==> config.mk <==
export PLATFORM = sky130hd
export DESIGN_NAME = if_fetch_unit
export DESIGN_NICKNAME = d
export VERILOG_FILES = /design/src/rtl/if_fetch_unit.sv
export SDC_FILE = /design/constraint.sdc
export NUM_CORES = 1
export LEC_CHECK = 0
export BUFFER_PORTS_ARGS = -buffer_cell sky130_fd_sc_hd__buf_4
export CAP_MARGIN = 20
export CORE_ASPECT_RATIO = 2
export CORE_MARGIN = 3
export CORE_UTILIZATION = 51
export CTS_BUF_LIST = sky130_fd_sc_hd__clkbuf_4 sky130_fd_sc_hd__clkbuf_8
export DETAILED_ROUTE_END_ITERATION = 7
export HOLD_SLACK_MARGIN = 0.08
export PLACE_DENSITY = 0.89
export SETUP_SLACK_MARGIN = 0.5
export SYNTH_ARGS = -nofsm -noshare
export SYNTH_HDL_FRONTEND = slang
export SYNTH_SLANG_ARGS = --single-unit
==> constraint.sdc <==
create_clock -name clk -period 3.6 [get_ports clk]
set_input_delay 0 -clock clk [delete_from_list [all_inputs] [get_ports clk]]
set_output_delay 0 -clock clk [all_outputs]
set_load 0.02 [all_outputs]
==> src/rtl/if_fetch_unit.sv <==
// rtl/if_fetch_unit.sv - instruction fetch stage feeding the IF/ID register
// One outstanding imem request; squashed responses are absorbed in DROP.
module if_fetch_unit #(
  parameter logic [31:0] RESET_PC = 32'h0000_0000,
  parameter logic [31:0] NOP_INST = 32'h0000_0000
) (
  input  logic        clk,
  input  logic        reset,
  input  logic        if_id_write,
  input  logic        if_lw,
  input  logic        redirect,
  input  logic [31:0] redirect_target,
  output logic        imem_req,
  output logic [31:0] imem_addr,
  input  logic        imem_gnt,
  input  logic        imem_rvalid,
  input  logic [31:0] imem_rdata,
  output logic        fe_valid,
  output logic [31:0] fe_pc,
  output logic [31:0] fe_pc_4,
  output logic [31:0] fe_inst,
  output logic        if_flush
);

  typedef enum logic [1:0] {
    S_FETCH = 2'd0,
    S_WAIT  = 2'd1,
    S_DROP  = 2'd2,
    S_HOLD  = 2'd3
  } state_t;

  localparam logic [31:0] RESET_PC_ALIGNED = RESET_PC & ~32'h3;

  state_t      r_state;
  logic [31:0] r_pc;
  logic [31:0] r_inst;

  logic        w_stall;
  logic        w_accept;
  logic [31:0] w_target;
  logic [31:0] w_pc_4;

  assign w_stall  = ~if_id_write | if_lw;
  assign w_target = redirect_target & ~32'h3;
  assign w_pc_4   = r_pc + 32'd4;

  // Outputs are masked while reset is held so nothing leaks during the reset cycle.
  assign imem_req  = (r_state == S_FETCH) & ~reset;
  assign imem_addr = r_pc;
  assign fe_valid  = (r_state == S_HOLD) & ~reset;
  assign fe_pc     = r_pc;
  assign fe_pc_4   = w_pc_4;
  assign fe_inst   = fe_valid ? r_inst : NOP_INST;
  assign if_flush  = redirect;
  assign w_accept  = fe_valid & ~w_stall;

  always_ff @(posedge clk) begin
    if (reset) begin
      r_state <= S_FETCH;
      r_pc    <= RESET_PC_ALIGNED;
      r_inst  <= NOP_INST;
    end else begin
      case (r_state)
        S_FETCH: begin
          // A grant coinciding with a redirect leaves a stale request in flight.
          if (redirect) begin
            r_pc    <= w_target;
            r_state <= imem_gnt ? S_DROP : S_FETCH;
          end else if (imem_gnt) begin
            r_state <= S_WAIT;
          end
        end
        S_WAIT: begin
          if (redirect) begin
            r_pc    <= w_target;
            r_state <= imem_rvalid ? S_FETCH : S_DROP;
          end else if (imem_rvalid) begin
            r_inst  <= imem_rdata;
            r_state <= S_HOLD;
          end
        end
        S_DROP: begin
          if (redirect) begin
            r_pc <= w_target;
            if (imem_rvalid) begin
              r_state <= S_FETCH;
            end
          end else if (imem_rvalid) begin
            r_state <= S_FETCH;
          end
        end
        S_HOLD: begin
          if (redirect) begin
            r_pc    <= w_target;
            r_state <= S_FETCH;
          end else if (w_accept) begin
            r_pc    <= w_pc_4;
            r_state <= S_FETCH;
          end
        end
        default: r_state <= S_FETCH;
      endcase
    end
  end

endmodule

# Yosys cells after proc, flatten, opt, wreduce, memory -nomap -nowiden
# Index checks and enable logic that the tools add are counted.
[word_totals]
regBits = 66
latchBits = 0
ram_bits = 0
romBits = 0
inputBits = 71
output_inout_bits = 131
wordCells = 40
n_memories = 0
[classes]
add_sub_neg = 1
multipliers = 0
div_mod_pow = 0
order_cmp = 0
n_eq_ne = 8
shift = 0
n_mux = 15
n_bitwise = 8
n_reduce_logical = 5
[ops]
columns = ["cell", "n"]
rows = [
  ["32-bit 2-to-1 mux", 4],
  ["32-bit one-hot mux with 2 select lines", 1],
  ["32-bit by 3-bit adder with 32-bit output (second input constant)", 1],
  ["2-bit 2-to-1 mux", 9],
  ["3-bit inequality test (second input constant)", 3],
  ["2-bit one-hot mux with 4 select lines", 1],
  ["2-bit == test (second input constant)", 2],
  ["1-bit NOT", 4],
  ["4-bit AND reduction", 1],
  ["1-bit AND", 3],
  ["3-bit AND reduction", 1],
  ["3-bit OR reduction", 1],
  ["2-bit by 1-bit == test with 1-bit output (second input constant)", 1],
  ["2-bit logical NOT", 1],
  ["2-bit by 1-bit inequality test with 1-bit output (second input constant)", 1],
  ["2-bit inequality test (second input constant)", 1],
  ["2-bit AND reduction", 1],
  ["1-bit OR", 1],
]

# Logic depth before layout (Yosys ltp)
# Gate-level depths: netlist of the first run.
[depth]
depth_word = 7
ltp_mapped = 8
depth_no_buf = 6

# Worst setup path after synthesis of the first run
# No wires, ideal clock.
[synth_timing]
path_type = "register to register"
from = "register r_pc[2] (netlist: fe_pc[2])"
to = "register r_pc[14] (netlist: fe_pc[14])"
setup_time_ns = 0.074
arrival_ns = 1.981
t_required_ns = 3.526
path_slack_ns = 1.544
stages_incl_launch_ff = 7
n_path_buf = 0
period_less_slack_ns = 2.056
path_cell_list = "dfxtp_1 -> ha_1 -> nand3_2 -> nor3_4 -> nand3_2 -> or4_1 -> a31oi_1"
[synth_between]
elab_chain_cells = 4
[synth_lines]
columns = ["item", "line_no", "rtl"]
rows = [
  ["start: declaration", "35", "logic [31:0] r_pc;"],
  ["start signal: assignment", "67", "r_pc <= w_target;"],
  ["start signal: assignment", "75", "r_pc <= w_target;"],
  ["start signal: assignment", "84", "r_pc <= w_target;"],
  ["32-bit by 3-bit adder with 32-bit output", "45", "assign w_pc_4 = r_pc + 32'd4;"],
  ["32-bit 2-to-1 mux", "96", "end else if (w_accept) begin"],
  ["32-bit 2-to-1 mux", "93", "if (redirect) begin"],
  ["32-bit one-hot mux with 2 select lines", "63", "case (r_state)"],
]
# No other way between the ends. The select of a mux whose other input is x is not followed.
# A chain may end at the register's enable or synchronous reset.

# Final worst setup path of the first run
[layout_timing]
from = "register r_state[0]"
to = "register r_pc[25] (netlist: fe_pc[25])"
[layout_between]
elab_chain_cells = 5
word_cells_on_any_way = 11
cone_classes = "eq/ne (5); mux (1); bitwise (2); reduce/logical (3)"
[layout_lines]
columns = ["item", "line_no", "rtl"]
rows = [
  ["start: declaration", "34", "state_t r_state;"],
  ["start signal: assignment", "68", "r_state <= imem_gnt ? S_DROP : S_FETCH;"],
  ["start signal: assignment", "76", "r_state <= imem_rvalid ? S_FETCH : S_DROP;"],
  ["2-bit == test", "50, 63", ""],
  ["1-bit AND", "50", "assign fe_valid = (r_state == S_HOLD) & ~reset;"],
  ["1-bit AND", "55", "assign w_accept = fe_valid & ~w_stall;"],
  ["3-bit inequality test (no line)", "--", ""],
  ["2-bit AND reduction (no line)", "--", ""],
]
# Several ways; a longest one is shown, not always the timed one.

==> flow_summary.json, run 1 <==
{
  "synth.distinct_cells": 51,
  "path_class": "flip-flop to flip-flop",
  "peakVddDrop_v": 0.000342,
  "grt_pass1_wl_um": 22100,
  "power_leakage_nw": 2.70,
  "rows": 44,
  "syn_area_per_cell_um2": 7.55,
  "root_buffer": "clkbuf_8",
  "grt_pass1_vias": 4642,
  "grt_max_degree": 59,
  "die-area_um2": 8800,
  "total_power_w": 0.00195,
  "cap_viol_max_count": 0,
  "layout-drive-gt1-share_pct": 31.1,
  "hpwl_um": 9300,
  "wl_um": 14500,
  "period_minus_slack_ns": 2.69,
  "numCtsBuffers": 9,
  "ctsResizeCount": 0,
  "synth_edf_count": 0,
  "cts.sinks": 64,
  "clk_latency_ns": 0.35,
  "cts_hold_buffers": 62,
  "cts_setup_buffers": 0,
  "cts_tree": "yes",
  "gp_congestion": 0.846,
  "cp.required_ns": 3.88,
  "fin_nets": 795,
  "drc_errors": 0,
  "status": "finished, final reports clean",
  "setup_viol": 0,
  "fin_worst_skew_ns": 0.00789,
  "synth_top_cell_by_area": "dfxtp_1",
  "synth_ff_type": "dfxtp_1",
  "yosysSeqAreaShare_pct": 32.8,
  "async_reset_ff_share_pct": 0,
  "tightest_slew_ns": 0.665,
  "routed_via_density": 5.80,
  "syn_inst": 517,
  "finalSetupTns_ns": 0,
  "layout.area.seq_um2": 1280,
  "critPathCaptureType": "flip-flop",
  "diodes": 0,
  "startpoint_type": "flip-flop",
  "power_density_nw_per_um2": 325,
  "worstPathArrival_ns": 2.97,
  "pin_count": 202,
  "coreArea_um2": 7320,
  "slew_headroom_pct": 55.7,
  "synth.cell_area_um2": 3900,
  "hold_viol": 0,
  "drv_slew": 0,
  "period_share_pct": 74.7,
  "synth_top_area_share_pct": 32.8,
  "synth.most_common_cell": "nand2_1",
  "port_buffers": 193,
  "wl_per_cell_um": 17.7,
  "netlist_top_cells_area": "dfxtp_1, nand2_1, buf_4, a21oi_1, and2_1",
  "detail-route-antenna-nets": 0,
  "max_freq_mhz": 372,
  "synth_common_cells": "nand2_1, dfxtp_1, a21oi_1",
  "ys_seq_elements": 64,
  "gr-total-overflow": 0,
  "globalRouteTotalUtil_pct": 32.8,
  "multi_input_comb_area_um2": 2190,
  "clkTransAtPathRegs_ns": 0.07,
  "rsz0062_at_grt": "no",
  "syn2layout_area_growth_pct": 53.7,
  "start_util_pct": 53.3,
  "cts_max_level": 3,
  "firstDrtPassIters": 5,
  "crit_fanout": 37,
  "drtIter0Drc": 412,
  "hp-class": "input port to flip-flop",
  "clockBufferDepth": 2,
  "n_fill_cell": 417,
  "num_vias": 4748,
  "yosysWarnings": 0,
  "die_y_um": 130,
  "dieWidth_um": 67.8,
  "antenna_found_initial": 0
}
## report_power, final
part	internal (W)	total, W	switching [W]
Clock	0.000431	0.000714	0.000283
Sequential	0.000738	0.000794	0.0000559
Combinational	0.000222	0.000441	0.000219
## logic make-up after synthesis
| kind of cell | count (synthesis) | share of synthesized area, % |
|---|---|---|
| fa+ha+maj | 1 | 0.321 |
| simple gates | 232 | 30.5 |
| other cells | 1 | 0.0961 |
| xor+xnor | 28 | 6.29 |
| mux | 2 | 0.513 |
| flops | 64 | 32.8 |
| compound gates | 110 | 18.0 |
| buf+inv | 79 | 11.4 |
## flip-flops by register name, indices dropped and copies added, names as in the netlist
| signal | cells |
|---|---|
| fe_pc | 30 |
| r_inst | 32 |
| r_state | 2 |
## final cells by class
type,count,share of cell area [%]
repair buffers,261,35.9
clock buffers,12,2.65
flip-flops and latches,64,21.4
multi-input cells,379,36.6
well taps,92,1.92
inverters,8,0.501
clock inverters,3,1.08
## per-layer routing
metal  routed length [µm]  global-route usage (%)  share of wire [%]
met5                    0                       0                  0
met4                  712                    19.6                4.9
met3                 1090                    6.20                7.5
met2                 7850                    59.1                 54
met1                 4870                    33.8                 34
## final timing paths
check	startpoint	end	slack, ns	cells after the start
max	r_state[0]$_SDFFE_PP0P_	fe_pc[25]$_SDFFE_PP0P_	0.91	6
min	redirect	fe_pc[13]$_SDFFE_PP0P_	0.10	3
max reg2reg	r_state[0]$_SDFFE_PP0P_	fe_pc[25]$_SDFFE_PP0P_	0.91	6
min reg2reg	r_inst[17]$_SDFFE_PP0P_	r_inst[17]$_SDFFE_PP0P_	0.45	2
## per-stage QoR
| stage | hold slack (ns) | instances | setup slack, ns | area [µm²] | utilization (%) |
|---|---|---|---|---|---|
| floorplan | 0.113 | 522 | 1.54 | 3920 | - |
| global placement | 0.203 | 740 | 1.02 | 5100 | 69.6 |
| detailed placement | 0.208 | 740 | 0.963 | 5100 | 69.6 |
| CTS | 0.0892 | 817 | 0.956 | 5940 | 81.2 |
| global route | 0.130 | 819 | 0.761 | 6000 | 81.9 |
| finish | 0.102 | 819 | 0.910 | 6000 | 81.9 |
## cells in the final DEF, fill, tap and decap left out, drive strengths merged, types with 3 or more instances in the layout
| cell | netlist | final |
|---|---|---|
| clkbuf | 26 | 12 |
| and4 | 3 | 3 |
| xor2 | 10 | 10 |
| a22oi | 9 | 9 |
| dfxtp | 64 | 64 |
| and3 | 12 | 12 |
| nand4 | 10 | 10 |
| buf | 45 | 199 |
| a22o | 4 | 4 |
| dlygate4sd3 | 0 | 62 |
| a31oi | 7 | 7 |
| nand3 | 25 | 25 |
| a21o | 5 | 5 |
| o211ai | 6 | 6 |
| and2 | 35 | 35 |
| a2bb2oi | 4 | 4 |
| nor2 | 26 | 26 |
| nor3 | 12 | 12 |
| a31o | 3 | 3 |
| nand2 | 91 | 91 |
| o311ai | 8 | 8 |
| o21ai | 12 | 12 |
| nor4 | 6 | 6 |
| a21oi | 45 | 45 |
| inv | 8 | 8 |
| nand3b | 3 | 3 |
| conb | 1 | 6 |
| xnor2 | 18 | 18 |
## worst max-delay path, cell delays in order (launching register included)
cell and delay, ns:
dfxtp_1 0.54, and3b_1 0.21, buf_4 0.31, a21o_1 0.55, nand2_1 0.46, or3_1 0.44, o211ai_1 0.09
Note: power is estimated with default switching activity, not from simulation.
==> run 2, diff against run 1 <==
--- a/config.mk
+++ b/config.mk
@@ -9,11 +9,11 @@
 export CAP_MARGIN = 20
 export CORE_ASPECT_RATIO = 2
 export CORE_MARGIN = 3
-export CORE_UTILIZATION = 51
+export CORE_UTILIZATION = 43
 export CTS_BUF_LIST = sky130_fd_sc_hd__clkbuf_4 sky130_fd_sc_hd__clkbuf_8
 export DETAILED_ROUTE_END_ITERATION = 7
 export HOLD_SLACK_MARGIN = 0.08
-export PLACE_DENSITY = 0.89
+export PLACE_DENSITY = 0.8
 export SETUP_SLACK_MARGIN = 0.5
 export SYNTH_ARGS = -nofsm -noshare
 export SYNTH_HDL_FRONTEND = slang
==> constraint.sdc (replaced) <==
create_clock -name clk -period 2.2 [get_ports clk]
set_input_delay 0 -clock clk [delete_from_list [all_inputs] [get_ports clk]]
set_output_delay 0 -clock clk [all_outputs]
set_load 0.02 [all_outputs]
==> run 2 against run 1 <==
Compared with the run above:
- the run now ends with setup timing left
- via count rose by 12%
- design area rose by 24%
- sequential cell count did not move
- cell count rose by 12%
- clock-buffer cell count fell by 1
- critical endpoint is now fe_pc_4[28]
- register-to-register slack got worse by 0.84 ns
- critical path type is now flip-flop to output port
- die area rose by 17%
- highest routed layer unchanged
- routed wire length rose by 37%
- hold slack improved by 0.030 ns
- sequential share of layout area fell by 2.8 points
- largest power group is now the clock network
- worst setup slack got worse by 0.93 ns
==> flow_summary.json, run 2 (synthesis gave the netlist of run 1 again) <==
{
  "total_power_w": 0.00350,
  "power_density_nw_per_um2": 471,
  "cap_viol_max_count": 0,
  "wl_per_cell_um": 21.7,
  "layout-drive-gt1-share_pct": 49.3,
  "max_freq_mhz": 450,
  "fin_nets": 882,
  "slew_headroom_pct": 58.8,
  "grt_pass1_wl_um": 24500,
  "largest_register": "r_inst",
  "cp.buffers_inverters": 1,
  "detail-route-antenna-nets": 0,
  "clockBufferDepth": 2,
  "die_y_um": 141,
  "crit_path_start": "fe_pc[23]$_SDFFE_PP0P_",
  "worst_slack_ns": -0.0215,
  "dieWidth_um": 73.4,
  "hold_viol": 0,
  "diodes": 0,
  "numCtsBuffers": 9,
  "dp_slack_ns": 0.259,
  "hpwl_um": 9780,
  "firstDrtPassIters": 5,
  "final_cell_mix": "buf_4, nand2_1, dlygate4sd3_1, a21oi_1, dfxtp_1",
  "status": "finished with violations",
  "die-area_um2": 10300,
  "gr-total-overflow": 0,
  "peakVddDrop_v": 0.000500,
  "routed_via_density": 5.82,
  "path_class": "flip-flop to output port",
  "root_buffer": "clkbuf_8",
  "antenna_found_initial": 0,
  "final_cells": 915,
  "failed_checks": "setup timing",
  "crit_fanout": 7,
  "drc_errors": 0,
  "wl_um": 19800,
  "start_util_pct": 44.8,
  "r2r_start": "fe_pc[23]$_SDFFE_PP0P_",
  "worstPathArrival_ns": 2.22,
  "cp_slowest_cell": "nor4_4",
  "path_common_cell": "nand4_1",
  "num_vias": 5329,
  "tightest_slew_ns": 0.617,
  "startpoint_type": "flip-flop",
  "gp_congestion": 0.891,
  "crit_path_cell_trace": "nand4_1 > nor4_4 > nand4_1 > xnor2_1 > buf_4",
  "setup_viol": 1,
  "cts_max_level": 3,
  "dp_cells": 756,
  "hold_start": "redirect",
  "globalRouteTotalUtil_pct": 30.4,
  "hp-class": "input port to flip-flop",
  "clk_latency_ns": 0.37,
  "period_share_pct": 101,
  "cp.required_ns": 2.20,
  "critical-path-max-stage-delay_ns": 0.47,
  "fin_worst_skew_ns": 0.0222,
  "cts_tree": "yes",
  "largest_reg_flops": 32,
  "cts.sinks": 64,
  "mostFrequentLayoutCell": "buf_4",
  "rsz0062_at_grt": "yes",
  "grt_pass1_vias": 5101,
  "path_delay_family": "simple AND/OR/NAND/NOR gates",
  "n_fill_cell": 447,
  "port_buffers": 193,
  "drv_slew": 0,
  "drtIter0Drc": 507,
  "clkTransAtPathRegs_ns": 0.09,
  "pin_count": 202,
  "power_leakage_nw": 3.42,
  "rows": 48,
  "grt_max_degree": 45,
  "coreArea_um2": 8710,
  "syn2layout_area_growth_pct": 90.3,
  "critPathCaptureType": "output port",
  "holdWs_ns": 0.133,
  "period_minus_slack_ns": 2.22
}
run 2: cell count changes in the layout (fill, tap and decap cells not counted), sizes merged:
cell and change:
clkbuf -1, bufinv +1, clkinv +1, dlygate4sd3 +1, buf +86
run 2: worst paths after layout:
| kind | slack [ns] | cells after the start | end |
|---|---|---|---|
| max | -0.02 | 5 | fe_pc_4[28] |
| min | 0.13 | 3 | fe_pc[18]$_SDFFE_PP0P_ |
| max reg2reg | 0.07 | 7 | fe_pc[28]$_SDFFE_PP0P_ |
| min reg2reg | 0.45 | 2 | r_inst[20]$_SDFFE_PP0P_ |
run 2: what timing repair did:
| action | 4_1_cts | 5_1_grt |
|---|---|---|
| hold endpoints to repair | 62 | 0 |
| setup endpoints to repair | 80 | 81 |
| hold buffers | 63 | 0 |
| pin swaps | 33 | 47 |
| resized for setup | 76 | 72 |
| setup buffers | 42 | 38 |
run 2: layout make-up:
type                            count  area (µm²)  area share [%]
Inverter                            8        30.0           0.405
Sequential cell                    64        1380            18.6
Tap cell                          100         125            1.69
Timing Repair Buffer              348        2940            39.6
Clock buffer                       11         145            1.96
Clock inverter                      5         104            1.40
Multi-Input combinational cell    379        2700            36.4
run 2: power by group:
part | switching (W) | total (W) | internal, W
Sequential | 0.0000882 | 0.00129 | 0.00120
Clock | 0.000526 | 0.00132 | 0.000797
Combinational | 0.000447 | 0.000888 | 0.000441
run 2: worst min-delay path, stage by stage:
cell	delay (ns)
buf_4	0.27
a31oi_1	0.12
o21ai_0	0.06
run 2: metrics by stage:
stage | setup TNS, ns | instance area [µm²] | util (%)
6_report | -0.0215 | 7420 | 85.2
5_1_grt | -0.165 | 7420 | 85.2
4_1_cts | 0 | 6760 | 77.6
3_5_place_dp | 0 | 5240 | 60.1
3_3_place_gp | 0 | 5240 | 60.1
2_1_floorplan | 0 | 3990 | -
run 2: routing by layer:
metal  vias to the layer above  track usage, %  routed length [µm]
met5                         -               0                   0
li1                       2339               -                   -
met3                       122            5.78                1690
met1                      2458            29.2                6350
met2                       410            56.1               10300
met4                         0            19.4                1450
